<file path="src/rtl/inst_word_assembler_if.sv">
// Handshake bus of the instruction-word assembler: narrow beat input on one side,
// assembled word and its instruction/absolute fields on the other.
interface inst_word_assembler_if #(
    parameter int unsigned BUS_W  = 8,
    parameter int unsigned WORD_W = 32,
    parameter int unsigned OPC_W  = 16
);
    logic                      in_valid;
    logic                      in_ready;
    logic [BUS_W-1:0]          in_data;
    logic                      out_valid;
    logic                      out_ready;
    logic [WORD_W-1:0]         out_word;
    logic [OPC_W-1:0]          out_instruction;
    logic [WORD_W-OPC_W-1:0]   out_absolute;

    modport master (
        output in_valid, in_data, out_ready,
        input  in_ready, out_valid, out_word, out_instruction, out_absolute
    );

    modport slave (
        input  in_valid, in_data, out_ready,
        output in_ready, out_valid, out_word, out_instruction, out_absolute
    );
endinterface

</file>
<file path="src/rtl/inst_word_assembler.sv">
// Collects an instruction word from BUS_W-wide beats, holds it until the consumer
// takes it, and presents it whole and split into instruction/absolute fields.
module inst_word_assembler #(
    parameter int unsigned BUS_W     = 8,
    parameter int unsigned WORD_W    = 32,
    parameter int unsigned OPC_W     = 16,
    parameter bit          MSB_FIRST = 1'b1,
    localparam int unsigned BEATS    = WORD_W / BUS_W,
    localparam int unsigned CNT_W    = (BEATS > 1) ? $clog2(BEATS) : 1
) (
    input  logic                  clk,
    input  logic                  rst_n,
    input  logic                  flush,
    inst_word_assembler_if.slave  bus,
    output logic [CNT_W-1:0]      beat_cnt
);

    if ((WORD_W % BUS_W) != 0 || OPC_W < 1 || OPC_W >= WORD_W) begin : gen_param_err
        $error("inst_word_assembler: illegal BUS_W/WORD_W/OPC_W combination");
    end

    typedef enum logic {StCollect, StHold} state_e;

    state_e              state_q;
    logic [CNT_W-1:0]    beat_cnt_q;
    logic [WORD_W-1:0]   asm_q;
    logic [WORD_W-1:0]   asm_d;
    logic [WORD_W-1:0]   word_q;
    logic                valid_q;
    logic                accept;
    logic                last_beat;

    assign bus.in_ready = ((state_q == StCollect) || bus.out_ready) && rst_n && !flush;
    assign accept       = bus.in_valid && bus.in_ready;
    assign last_beat    = (beat_cnt_q == CNT_W'(BEATS - 1));

    // Assembly register with the current beat merged in, so the last beat can be
    // copied to the output in the same edge that accepts it.
    always_comb begin
        asm_d = asm_q;
        for (int b = 0; b < BEATS; b++) begin
            if (beat_cnt_q == CNT_W'(b)) begin
                if (MSB_FIRST) begin
                    asm_d[WORD_W-1-b*BUS_W -: BUS_W] = bus.in_data;
                end else begin
                    asm_d[b*BUS_W +: BUS_W] = bus.in_data;
                end
            end
        end
    end

    always_ff @(posedge clk) begin
        if (!rst_n) begin
            state_q    <= StCollect;
            beat_cnt_q <= '0;
            asm_q      <= '0;
            word_q     <= '0;
            valid_q    <= 1'b0;
        end else if (flush) begin
            state_q    <= StCollect;
            beat_cnt_q <= '0;
            valid_q    <= 1'b0;
        end else begin
            if (state_q == StHold && bus.out_ready) begin
                state_q <= StCollect;
                valid_q <= 1'b0;
            end
            if (accept) begin
                asm_q <= asm_d;
                if (last_beat) begin
                    word_q     <= asm_d;
                    valid_q    <= 1'b1;
                    beat_cnt_q <= '0;
                    state_q    <= StHold;
                end else begin
                    beat_cnt_q <= beat_cnt_q + CNT_W'(1);
                    state_q    <= StCollect;
                end
            end
        end
    end

    assign bus.out_valid       = valid_q;
    assign bus.out_word        = word_q;
    assign bus.out_instruction = word_q[WORD_W-1 -: OPC_W];
    assign bus.out_absolute    = word_q[WORD_W-OPC_W-1:0];
    assign beat_cnt            = beat_cnt_q;

endmodule

</file>
<file path="src/flat_wrapper.sv">
// flat-port wrapper written by rule: the top's interface ports become plain ports
module inst_word_assembler_flat 
#(
    parameter int unsigned BUS_W     = 8,
    parameter int unsigned WORD_W    = 32,
    parameter int unsigned OPC_W     = 16,
    parameter bit          MSB_FIRST = 1'b1,
    localparam int unsigned BEATS    = WORD_W / BUS_W,
    localparam int unsigned CNT_W    = (BEATS > 1) ? $clog2(BEATS) : 1
)
  (clk, rst_n, flush, beat_cnt, bus_in_valid, bus_in_data, bus_out_ready, bus_in_ready, bus_out_valid, bus_out_word, bus_out_instruction, bus_out_absolute);
  inst_word_assembler_if #(.BUS_W(BUS_W), .WORD_W(WORD_W), .OPC_W(OPC_W)) bus_i ();
  input  logic clk;
  input  logic rst_n;
  input  logic flush;
  output logic [CNT_W-1:0] beat_cnt;
  input wire logic [$bits(bus_i.in_valid)-1:0] bus_in_valid;
  input wire logic [$bits(bus_i.in_data)-1:0] bus_in_data;
  input wire logic [$bits(bus_i.out_ready)-1:0] bus_out_ready;
  output wire logic [$bits(bus_i.in_ready)-1:0] bus_in_ready;
  output wire logic [$bits(bus_i.out_valid)-1:0] bus_out_valid;
  output wire logic [$bits(bus_i.out_word)-1:0] bus_out_word;
  output wire logic [$bits(bus_i.out_instruction)-1:0] bus_out_instruction;
  output wire logic [$bits(bus_i.out_absolute)-1:0] bus_out_absolute;
  assign bus_i.in_valid = bus_in_valid;
  assign bus_i.in_data = bus_in_data;
  assign bus_i.out_ready = bus_out_ready;
  assign bus_in_ready = bus_i.in_ready;
  assign bus_out_valid = bus_i.out_valid;
  assign bus_out_word = bus_i.out_word;
  assign bus_out_instruction = bus_i.out_instruction;
  assign bus_out_absolute = bus_i.out_absolute;
  inst_word_assembler #(.BUS_W(BUS_W), .WORD_W(WORD_W), .OPC_W(OPC_W), .MSB_FIRST(MSB_FIRST)) u_core (.clk(clk), .rst_n(rst_n), .flush(flush), .bus(bus_i), .beat_cnt(beat_cnt));
endmodule
</file>
<file path="config.mk">
export PLATFORM = sky130hd
export DESIGN_NAME = inst_word_assembler_flat
export DESIGN_NICKNAME = d
export VERILOG_FILES = /design/src/rtl/inst_word_assembler_if.sv /design/src/rtl/inst_word_assembler.sv /design/src/flat_wrapper.sv
export SDC_FILE = /design/constraint.sdc
export NUM_CORES = 1
export LEC_CHECK = 0
export BUFFER_PORTS_ARGS = -buffer_cell sky130_fd_sc_hd__buf_2
export CAP_MARGIN = 20
export CORE_ASPECT_RATIO = 1.75
export CORE_MARGIN = 8
export CORE_UTILIZATION = 55
export DETAILED_ROUTE_END_ITERATION = 8
export HOLD_SLACK_MARGIN = 0.02
export MAX_ROUTING_LAYER = met4
export PLACE_DENSITY = 0.84
export SKIP_LAST_GASP = 1
export SLEW_MARGIN = 15
export SYNTH_ARGS = -nofsm -noshare
export SYNTH_HDL_FRONTEND = slang
export SYNTH_SLANG_ARGS = --single-unit
</file>
<file path="constraint.sdc">
create_clock -name clk -period 2.74 [get_ports clk]
set_clock_uncertainty 0.05 [all_clocks]
set_input_delay 0.548 -clock clk [delete_from_list [all_inputs] [get_ports clk]]
set_output_delay 0.548 -clock clk [all_outputs]
set_load 0.02 [all_outputs]
</file>
==> results of run 1 <==
-- metal layers --
metal / GRT usage [%] / part of all wire, % / vias up
met1: 16.20 / 42 / 950
met3: 6.272 / 6.0 / 11
met4: 7.547 / 1.9 / 0
met2: 26.94 / 50 / 70
met5: - / 0 / -
li1: - / - / 1030
-- synthesized netlist by cell type --
library cell,instances
mux2i_1,72
nand2_1,67
dfxtp_1,60
buf_4,35
nand3_1,9
o21ai_0,8
clkbuf_1,6
buf_2,5
a21oi_1,4
buf_6,4
ha_1,4
inv_1,3
nor4b_1,3
nand2b_1,2
o21ai_2,2
and2_4,1
and4b_1,1
buf_1,1
nand2_8,1
nor2_1,1
nor2b_1,1
or4_1,1
-- metrics by stage --
| step | utilization, % | total power, mW |
|---|---|---|
| after floorplan | - | 0.9572 |
| after global placement | 60.47 | 0.9895 |
| after detailed placement | 60.47 | 0.9923 |
| after CTS | 64.15 | 1.708 |
| after global routing | 64.15 | 1.757 |
| final | 64.15 | 1.697 |
-- cell families (layout without fill, tap and decap cells) --
family / Yosys count / in the layout
AO/OA/AOI/OAI: 14 / 14
adder cells (fa/ha/maj): 4 / 4
buffers and inverters: 54 / 105
flip-flops: 60 / 60
multiplexers: 72 / 72
AND/OR/NAND/NOR: 87 / 87
-- how the worst max path moves through the flow --
stage / slack [ns] / cells after the start / endpoint
after floorplan: 1.01 / 3 / bus_in_ready
after global placement: 0.83 / 6 / u_core.asm_q[9]
after detailed placement: 0.78 / 6 / u_core.asm_q[30]
after CTS: 0.75 / 3 / bus_in_ready
after global routing: 0.62 / 5 / u_core.asm_q[27]
final: 0.76 / 3 / bus_in_ready
-- power by group through the flow --
stage	clock, mW	sequential, mW	combinational (mW)
2_1_floorplan	0	0.902	0.0553
3_3_place_gp	0	0.901	0.0882
3_5_place_dp	0	0.902	0.0907
4_1_cts	0.734	0.882	0.0913
5_1_grt	0.776	0.883	0.0990
6_report	0.723	0.882	0.0918
-- critical path, stage by stage (launching register included) --
cell and delay (ns):
dfxtp_1 0.34, nor2b_1 0.46, nor2_1 0.07, buf_2 0.17
-- flip-flops by register name, summed over array words and instances (netlist names) --
register,flops
u_core.beat_cnt,2
u_core.asm_q,24
u_core.state_q,1
u_core.bus.out_word,32
u_core.bus.out_valid,1
-- area by class of cell --
cell class	instances	area [sq um]
well taps	54	67.56
multi-input cells	177	1259
inverters	3	11.26
repair buffers	86	445.4
fillers	404	1769
clock inverters	1	5.005
flip-flops and latches	60	1201
clock buffers	15	176.4
==> results.tsv, run 1 <==
stage	metric	value	unit
yosys	mean post-synth cell area	9.661	sq um
yosys	Yosys Warn Count	0	
global_route	Global Route Usage Sum	16.21	%
power	worst vdd ir	0.5311	mV
clock_tree	clk root buf	clkbuf_8	
yosys	Seq cells post-synth	60	
yosys	Post-Syn Instances	291	
routing	DRC	0	
power	Reg power frac	52.0	%
sta	RSZ-0062 raised after global routing	no	
yosys	syn_nets	308	
setup_path	Critical Path AT	1.38	ns
clock_tree	clk buf depth	2	
placement	Placer Congestion	0.8444	
floorplanning	Die Width	70.05	um
power	PwrDens	536.2	nW/um^2
clock_tree	clock buffer count from CTS	9	
outcome	outcome	finished clean	
sta	Final setup viols	0	
power	Switching Fraction	22.60	%
sta	final hold violations	0	
setup_path	Worst Setup Start Kind	flip-flop	
clock_tree	clk_lat worst skew	0.33	ns
placement	I/O Buffers	80	
final_layout	commonest non-fill, non-tap cell in the layout	buf_2	
global_route	initial antenna violation count	0	
sta	Tmin final	1.979	ns
routing	Pre-antenna DRT Iters	4	
floorplanning	Initial Util	56.97	%
final_layout	layout cells sized above 1	30.99	%
yosys	Yosys cell types	22	
placement	DP Cell Count	380	
setup_path	Reg2Reg Setup Slack	0.78	ns
final_layout	commonest cells after routing, fill and taps aside	80 x buf_2, 72 x mux2i_1, 67 x nand2_1	
clock_tree	cts hold-fix bufs	0	
yosys	Synth area leader	dfxtp_1	
routing	Wirelength per Cell	15.56	um
final_layout	Final Net Count	354	
setup_path	CP Max Fanout	7	
placement	Cell Area, Placed	2984	sq um
global_route	first-pass GRT wire length	10200	um
clock_tree	CTS tree	built	
clock_tree	Clock Pin Slew Worst Setup and Hold Paths	0.06	ns
power	combinational power share	5.4	%
yosys	post-synthesis compound-gate area fraction	2.759	%
floorplanning	die area	7746	sq um
routing	drt total wl	6160	um
yosys	post-synthesis xor/xnor area fraction	0	%
placement	pre-CTS setup slack	0.7777	ns
yosys	post-synthesis sequential area ratio	42.72	%
sta	Max Freq	505.3	MHz
routing	Final ANT Viol Nets	0	
worst_hold_path	Min-Delay Startpoint	u_core.asm_q[15]	
sta	worst setup margin	0.7608	ns
final_layout	area grow syn2layout	12.59	%
clock_tree	clock sink count	60	
setup_path	Worst Path Class, Setup	flip-flop to output port	
floorplanning	Top Ports	81	
global_route	vias in the first global route	2197	
floorplanning	core area	4935	sq um
sta	final setup TNS	0	ns
power	Psw	0.3837	mW
sta	Slew HR	61.73	%
yosys	Post-Synth Simple-Gate Area	13.93	%
setup_path	WP data required	2.14	ns
worst_hold_path	Worst Hold Path Cells	2	
floorplanning	DIE HEIGHT	110.6	um
setup_path	worst r2r path cells	5	
worst_hold_path	worst hold path class	flip-flop to flip-flop	
job	max cap viols	0	
final_layout	Non-Filler Instances	396	
yosys	top cells by area, synth	dfxtp_1 43%, mux2i_1 26%, buf_4 9.3%	
setup_path	RR Endpoint	u_core.asm_q[30]	
setup_path	Setup crit end kind	output port	
clock_tree	# Post-CTS Setup Buffers	0	
power	leakage power total	1.575	nW
global_route	Remaining Overflow, GRT	0	
power	clock power share	42.6	%
power	Pint	1.314	mW
setup_path	CP startpoint	u_core.state_q	
routing	Via density	5.205	
yosys	largest family of logic cells by synthesized area	multiplexers	
routing	vias	2061	
routing	drt initial violations	72	
sta	Tcrit/Tclk final	72.23	%
sta	Final Slew Violations	0	
yosys	mux share of post-synthesis cell area	25.63	%
placement	HPWL after DPL	4494	um
final_layout	antenna cells	0	
final_layout	fin area	3166	sq um
yosys	Netlist Area Pre-Place	2811	sq um
clock_tree	htree depth	3	
setup_path	FF-to-FF Start	u_core.beat_cnt[0]	
worst_hold_path	Hold EP	u_core.asm_q[15]	
sta	worst slew pin tran	0.5740	ns
yosys	share of the synthesized area in the top cell type	42.72	%
yosys	post-synthesis adder-cell area fraction	1.780	%
global_route	largest net degree at the start of global routing	42	
floorplanning	standard-cell rows	34	
sta	WHS	0.4088	ns
clock_tree	CTS resizes	0	
Note: power is estimated with default switching activity, not from simulation.
==> run 2: changes to the inputs <==
--- a/config.mk
+++ b/config.mk
@@ -5,15 +5,16 @@
 export SDC_FILE = /design/constraint.sdc
 export NUM_CORES = 1
 export LEC_CHECK = 0
+export ABC_AREA = 1
 export BUFFER_PORTS_ARGS = -buffer_cell sky130_fd_sc_hd__buf_2
 export CAP_MARGIN = 20
 export CORE_ASPECT_RATIO = 1.75
 export CORE_MARGIN = 8
-export CORE_UTILIZATION = 55
+export CORE_UTILIZATION = 54
 export DETAILED_ROUTE_END_ITERATION = 8
 export HOLD_SLACK_MARGIN = 0.02
 export MAX_ROUTING_LAYER = met4
-export PLACE_DENSITY = 0.84
+export PLACE_DENSITY = 0.8
 export SKIP_LAST_GASP = 1
 export SLEW_MARGIN = 15
 export SYNTH_ARGS = -nofsm -noshare
==> constraint.sdc (replaced) <==
create_clock -name clk -period 2.05 [get_ports clk]
set_clock_uncertainty 0.05 [all_clocks]
set_input_delay 0.41 -clock clk [delete_from_list [all_inputs] [get_ports clk]]
set_output_delay 0.41 -clock clk [all_outputs]
set_load 0.02 [all_outputs]
==> run 2 against run 1 <==
Clock power up 95%. Largest power group is now clock. Cell count increased by 63%. Sequential share of layout area fell by 3.3 points. Die area up 21%. Critical path depth rose by 5. Register-to-register slack lost 0.40 ns. Worst setup slack lost 0.38 ns. Wire length is 38% higher. Highest routed layer unchanged. First-iteration DRC count increased to 4.7 times the previous value. Synthesized area rose by 24%. Utilization shrank 2.6 points.
==> results.tsv, run 2 <==
stage	metric	value	unit	change
outcome	outcome	finished clean		
yosys	top cells by count, synth	165 x nand2_1, 68 x dfxtp_1, 67 x nor2_1, 49 x inv_1, 36 x buf_4		
floorplanning	standard-cell rows	39		+15%
placement	HPWL after DPL	5754	um	+28%
yosys	Synth area leader	dfxtp_1		
setup_path	Worst Setup Start Kind	flip-flop		
setup_path	CP peak stage delay	0.40	ns	-0.06 ns
yosys	Seq cells post-synth	68		+13%
yosys	Post-synth ARST share	0	%	unchanged
power	leakage power total	2.004	nW	+27%
setup_path	Top cell by count, worst path	nand2_1		
yosys	Yosys cell types	17		-23%
sta	Tcrit/Tclk final	81.48	%	
routing	drt initial violations	341		+370%
sta	Max Freq	598.7	MHz	
sta	RSZ-0062 raised after global routing	no		
setup_path	slowest cell on the critical path	dfxtp_1		
sta	Final setup viols	0		unchanged
yosys	mean post-synth cell area	6.631	sq um	-31%
floorplanning	DIE HEIGHT	122.4	um	+11%
clock_tree	CTS tree	built		
floorplanning	core area	6392	sq um	+30%
final_layout	layout cells sized above 1	19.29	%	-12 points
setup_path	Setup crit end kind	flip-flop		
setup_path	Critical Path AT	1.83	ns	+0.45 ns
floorplanning	Die Width	76.81	um	+9.7%
clock_tree	htree depth	3		unchanged
yosys	Post-Syn Instances	527		+81%
routing	Met1 Wirelength	3514	um	+36%
final_layout	Fill cells	614		+52%
final_layout	area of the multi-input gates	1519	sq um	+21%
global_route	first-pass GRT wire length	14090	um	+38%
setup_path	worst r2r path cells	8		+3
setup_path	WP data required	2.21	ns	+0.07 ns
routing	vias	3281		+59%
final_layout	Sequential Area	1361	sq um	+13%
yosys	post-synthesis sequential area ratio	38.95	%	-3.8 points
clock_tree	clk buf depth	2		unchanged
routing	drt total wl	8493	um	+38%
routing	max layer used	met4		
routing	Final ANT Viol Nets	0		unchanged
yosys	most common cell in the synthesized netlist	nand2_1		
global_route	Global Route Usage Sum	18.83	%	+2.6 points
routing	DRC	0		unchanged
power	PwrDens	770.0	nW/um^2	+44%
routing	Wirelength per Cell	13.13	um	-16%
global_route	Remaining Overflow, GRT	0		unchanged
yosys	syn_nets	544		+77%
global_route	vias in the first global route	3154		+44%
yosys	Netlist Area Pre-Place	3495	sq um	+24%
routing	Via density	5.071		-2.6%
final_layout	commonest cells after routing, fill and taps aside	165 x nand2_1, 80 x buf_2, 68 x dfxtp_1		
sta	Final Slew Violations	0		unchanged
setup_path	ordered list of cells on the worst path	inv_1 > ha_1 > inv_1 > nand2_1 > nand2_1 > nand3_1 > nand2_1 > a21oi_1		
yosys	Post-synth top flop	dfxtp_1		
setup_path	RR Endpoint	u_core.asm_q[31]		
setup_path	CP startpoint	u_core.beat_cnt[0]		
yosys	top cells by area, synth	dfxtp_1 39%, nand2_1 18%, buf_4 7.7%		
placement	Placer Congestion	0.8808		+4.3%
clock_tree	cts hold-fix bufs	0		unchanged
floorplanning	Initial Util	54.67	%	-2.3 points
yosys	Post-synth EDFFs	0		unchanged
final_layout	Final Net Count	578		+63%
routing	Pre-antenna DRT Iters	5		+1
sta	Tmin final	1.670	ns	
setup_path	FF-to-FF Start	u_core.beat_cnt[0]		
routing	met2 WL post-DR	4083	um	+32%
global_route	initial antenna violation count	0		unchanged
setup_path	Worst Path Class, Setup	flip-flop to flip-flop		
routing	met3 wire length	565	um	+54%
placement	I/O Buffers	80		unchanged
worst_hold_path	Min-Delay Startpoint	flush		
clock_tree	clock buffer count from CTS	9		unchanged
floorplanning	die area	9403	sq um	+21%
worst_hold_path	Hold EP	u_core.beat_cnt[0]		
setup_path	Reg2Reg Setup Slack	0.38	ns	-0.40 ns
final_layout	antenna cells	0		unchanged
clock_tree	clock sink count	68		+13%
sta	worst slew pin tran	0.6289	ns	+0.05492 ns
clock_tree	clk root buf	clkbuf_16		
floorplanning	Top Ports	81		unchanged
sta	final hold violations	0		unchanged
final_layout	area grow syn2layout	12.53	%	about the same
final_layout	Final Core Density	61.52	%	-2.6 points
setup_path	CP Max Fanout	9		+2
global_route	largest net degree at the start of global routing	66		+57%
clock_tree	clk_lat worst skew	0.33	ns	about the same
clock_tree	# Post-CTS Setup Buffers	0		unchanged
worst_hold_path	Worst Hold Path Cells	4		+2
clock_tree	Clock Pin Slew Worst Setup and Hold Paths	0.05	ns	about the same
final_layout	commonest non-fill, non-tap cell in the layout	nand2_1		
sta	Slew HR	58.07	%	-3.7 points
power	worst vdd ir	0.4876	mV	-8.2%
job	max cap viols	0		unchanged
worst_hold_path	worst hold path class	input pin to flip-flop		
clock_tree	CTS resizes	0		unchanged
yosys	share of the synthesized area in the top cell type	38.95	%	-3.8 points
yosys	Yosys Warn Count	0		unchanged
sta	final setup TNS	0	ns	unchanged
[run 2: cell count changes after synthesis, sizes merged, moves of 31 or more]
cell	change
nand4	+32
nor2	+68
inv	+48
mux2i	-72
a21oi	+31
nand2	+97
[run 2: worst max-delay path by stage]
stage	slack [ns]	cells past startpoint	endpoint
floorplan	0.48	9	u_core.asm_q[10]
global placement	0.46	8	u_core.bus.out_word[17]
detailed placement	0.41	8	u_core.bus.out_word[30]
CTS	0.40	7	u_core.asm_q[4]
global route	0.24	8	u_core.bus.out_word[30]
finish	0.38	8	u_core.asm_q[31]
[run 2: per-stage QoR]
step / power [mW] / worst slack [ns] / hold slack (ns) / cell area [sq um] / instances
global placement: 1.636 / 0.4640 / 0.3829 / 3662 / 632
finish: 3.028 / 0.3797 / 0.3230 / 3933 / 647
global route: 3.138 / 0.2423 / 0.3445 / 3933 / 647
floorplan: 1.587 / 0.4846 / 0.3763 / 3495 / 527
CTS: 3.052 / 0.4015 / 0.3188 / 3933 / 647
detailed placement: 1.646 / 0.4078 / 0.3882 / 3662 / 632
[run 2: kinds of logic after synthesis]
family          count (synthesis)  synth area share, %
flops                          68                38.95
fa+ha+maj                       4                1.432
compound gates                 36                5.156
simple gates                  301                36.66
buf+inv                       118                17.79
[run 2: critical path, delay by kind of cell, from the launching register on]
kind | cells | cell delay (ns)
compound gates | 1 | 0.05
fa+ha+maj | 1 | 0.32
buf+inv | 2 | 0.36
flops | 1 | 0.40
simple gates | 4 | 0.35
[run 2: cell type report]
class	count	share of cell area (%)
Tap cell	82	2.609
Inverter	51	4.868
Timing Repair Buffer	90	12.41
Multi-Input combinational cell	341	38.63
Clock inverter	2	0.2545
Clock buffer	13	6.618
Sequential cell	68	34.62
[run 2: metal layers]
metal  global-route usage [%]  vias up
li1                         -     1680
met1                    19.63     1451
met2                    30.86      126
met3                    4.399       24
met4                    13.20        0
met5                        -        -
[run 2: where the power goes]
part	internal (mW)	total (mW)	switching (mW)	leakage, nW
combinational	0.0778	0.257	0.179	1.32
sequential	1.36	1.37	0.00900	0.552
clock	0.873	1.41	0.533	0.135
total	2.31	3.03	0.721	2.00
==> run 3: changes to the inputs <==
--- a/config.mk
+++ b/config.mk
@@ -10,11 +10,11 @@
 export CAP_MARGIN = 20
 export CORE_ASPECT_RATIO = 1.75
 export CORE_MARGIN = 8
-export CORE_UTILIZATION = 54
+export CORE_UTILIZATION = 49
 export DETAILED_ROUTE_END_ITERATION = 8
 export HOLD_SLACK_MARGIN = 0.02
 export MAX_ROUTING_LAYER = met4
-export PLACE_DENSITY = 0.8
+export PLACE_DENSITY = 0.77
 export SKIP_LAST_GASP = 1
 export SLEW_MARGIN = 15
 export SYNTH_ARGS = -nofsm -noshare
==> constraint.sdc (replaced) <==
create_clock -name clk -period 1.36 [get_ports clk]
set_clock_uncertainty 0.05 [all_clocks]
set_input_delay 0.272 -clock clk [delete_from_list [all_inputs] [get_ports clk]]
set_output_delay 0.272 -clock clk [all_outputs]
set_load 0.02 [all_outputs]
==> run 3 against run 2 <==
Worst setup slack worse by 0.38 ns. Design area up 9.3%. Combinational power rose by 74%. Die area is 8.4% higher. Critical endpoint is now bus_in_ready. Highest routed layer unchanged.
==> results.tsv, run 3 (synthesis gave the netlist of run 2 again) <==
stage	metric	value	unit	change
final_layout	area grow syn2layout	22.95	%	
sta	Tmin final	1.356	ns	
clock_tree	cts hold-fix bufs	0		unchanged
power	combinational power share	9.6	%	+1.1 points
sta	WHS	0.2275	ns	-0.09548 ns
power	Reg power frac	44.3	%	-0.8 points
placement	pre-CTS setup slack	-0.1490	ns	-0.5568 ns
final_layout	commonest non-fill, non-tap cell in the layout	nand2_1		
sta	Final setup viols	0		unchanged
final_layout	Fill cells	644		+4.9%
routing	Via density	5.009		-1.2%
outcome	outcome	finished clean		
sta	worst slew pin tran	0.3817	ns	-0.2472 ns
setup_path	Worst Path Class, Setup	flip-flop to output port		
power	clock power share	46.1	%	-0.3 points
setup_path	slowest cell on the critical path	dfxtp_2		
worst_hold_path	worst hold path class	input pin to flip-flop		
placement	I/O Buffers	80		unchanged
job	max cap viols	0		unchanged
setup_path	Reg2Reg Setup Slack	0.03	ns	-0.35 ns
routing	drt total wl	8845	um	+4.1%
setup_path	delay-heaviest family, CP	flip-flops		
power	worst vdd ir	0.8725	mV	+79%
clock_tree	clk root buf	clkbuf_16		
power	Switching Fraction	24.35	%	+0.54 points
setup_path	CP peak stage delay	0.32	ns	-0.08 ns
power	Psw	1.131	mW	+57%
global_route	vias in the first global route	3120		-1.1%
sta	Final Slew Violations	0		unchanged
clock_tree	clock sink count	68		unchanged
setup_path	Buf+Inv Stages, Crit Path	2		unchanged
sta	worst setup margin	0.003646	ns	-0.3761 ns
power	Pint	3.512	mW	+52%
floorplanning	DIE HEIGHT	127.7	um	+4.3%
placement	HPWL after DPL	5976	um	+3.8%
final_layout	Final Net Count	595		+2.9%
setup_path	Setup crit end kind	output port		
routing	Final ANT Viol Nets	0		unchanged
clock_tree	clk_lat worst skew	0.34	ns	about the same
floorplanning	core area	7079	sq um	+11%
global_route	largest net degree at the start of global routing	66		unchanged
floorplanning	die area	10200	sq um	+8.4%
sta	Max Freq	737.3	MHz	
sta	final setup TNS	0	ns	unchanged
sta	final hold violations	0		unchanged
power	leakage power total	2.134	nW	+6.5%
sta	Tcrit/Tclk final	99.73	%	
sta	Slew HR	74.56	%	+16 points
routing	DRC	0		unchanged
routing	Pre-antenna DRT Iters	6		+1
power	PwrDens	1080	nW/um^2	+40%
final_layout	area of the multi-input gates	1607	sq um	+5.8%
sta	RSZ-0062 raised after global routing	yes		
floorplanning	Initial Util	49.36	%	-5.3 points
final_layout	commonest cells after routing, fill and taps aside	160 x nand2_1, 80 x buf_2, 65 x dfxtp_1		
clock_tree	htree depth	3		unchanged
clock_tree	clock buffer count from CTS	9		unchanged
final_layout	layout cells sized above 1	26.12	%	+6.8 points
setup_path	ordered list of cells on the worst path	inv_2 > nor2_4 > nor2_4 > buf_6		
routing	drt initial violations	386		+13%
floorplanning	Top Ports	81		unchanged
routing	vias	3346		+2.0%
setup_path	Top cell by count, worst path	nor2_4		
placement	Placer Congestion	0.8518		-3.3%
setup_path	CP Max Fanout	2		-7
clock_tree	Clock Pin Slew Worst Setup and Hold Paths	0.05	ns	about the same
final_layout	antenna cells	0		unchanged
setup_path	WP data required	1.04	ns	-1.17 ns
floorplanning	Die Width	79.84	um	+3.9%
global_route	first-pass GRT wire length	14030	um	-0.39%
setup_path	Worst Setup Start Kind	flip-flop		
setup_path	Critical Path AT	1.03	ns	-0.80 ns
clock_tree	clk buf depth	2		unchanged
routing	Wirelength per Cell	13.24	um	+0.87%
floorplanning	standard-cell rows	41		+5.1%
global_route	Remaining Overflow, GRT	0		unchanged
clock_tree	CTS tree	built		
global_route	initial antenna violation count	0		unchanged
global_route	Global Route Usage Sum	17.51	%	-1.3 points
final_layout	Sequential Area	1370	sq um	+0.64%
[run 3: changes by cell type in the layout (fill, tap and decap cells not counted), moves of 5 or more]
cell     change
buf_12       +5
buf_6        +7
inv_1        -6
inv_4        +5
nand2_1      -5
nand2_2      +5
[run 3: layer usage]
layer,share of wire [%],global-route usage [%]
met5,0,-
met2,50,28.88
met1,40,18.31
met4,3.0,10.24
met3,6.8,4.354
[run 3: worst reg2reg max path: stages, from the launching register on]
cell	delay [ns]
dfxtp_4	0.39
buf_4	0.13
ha_4	0.16
buf_4	0.13
nand2_1	0.06
nand2_1	0.10
nand4_1	0.10
nand2_1	0.08
nor2_1	0.04
[run 3: path summary, 6_finish.rpt]
check	start	endpoint	cells past startpoint
worst max-delay path	u_core.state_q	bus_in_ready	4
worst min-delay path	flush	u_core.state_q	4
worst max register to register	u_core.beat_cnt[1]	u_core.bus.out_word[10]	8
worst min register to register	u_core.asm_q[3]	u_core.asm_q[3]	2
[run 3: layout make-up]
class                      instances  area share [%]
clock buffer                      11           5.882
multi-input combinational        341           37.39
timing repair buffer             107           16.80
inverter                          51           4.980
sequential                        68           31.89
tap                               86           2.504
clock inverter                     4          0.5533
[run 3: stage by stage]
step                      power [mW]  cell area (sq um)  util [%]  cells
after detailed placement       2.497               3810     53.82    646
after floorplan                2.391               3505         -    527
final                          4.642               4297     60.69    668
after global placement         2.485               3810     53.82    646
after CTS                      4.634               4116     58.15    662
after global routing           4.811               4297     60.69    668
[run 3: power groups by stage]
stage	Sequential (mW)	Clock, mW	Combinational (mW)
after global placement	2.10	0	0.390
after floorplan	2.09	0	0.296
after global routing	2.06	2.26	0.497
after CTS	2.06	2.17	0.409
final	2.06	2.14	0.447
after detailed placement	2.10	0	0.400
[run 3: repair_timing]
| action | CTS | global route |
|---|---|---|
| setup buffers | 1 | 4 |
| pin swaps | 2 | 12 |
| resized for setup | 9 | 35 |
| gates cloned | 0 | 2 |
| setup endpoints to repair | 59 | 67 |
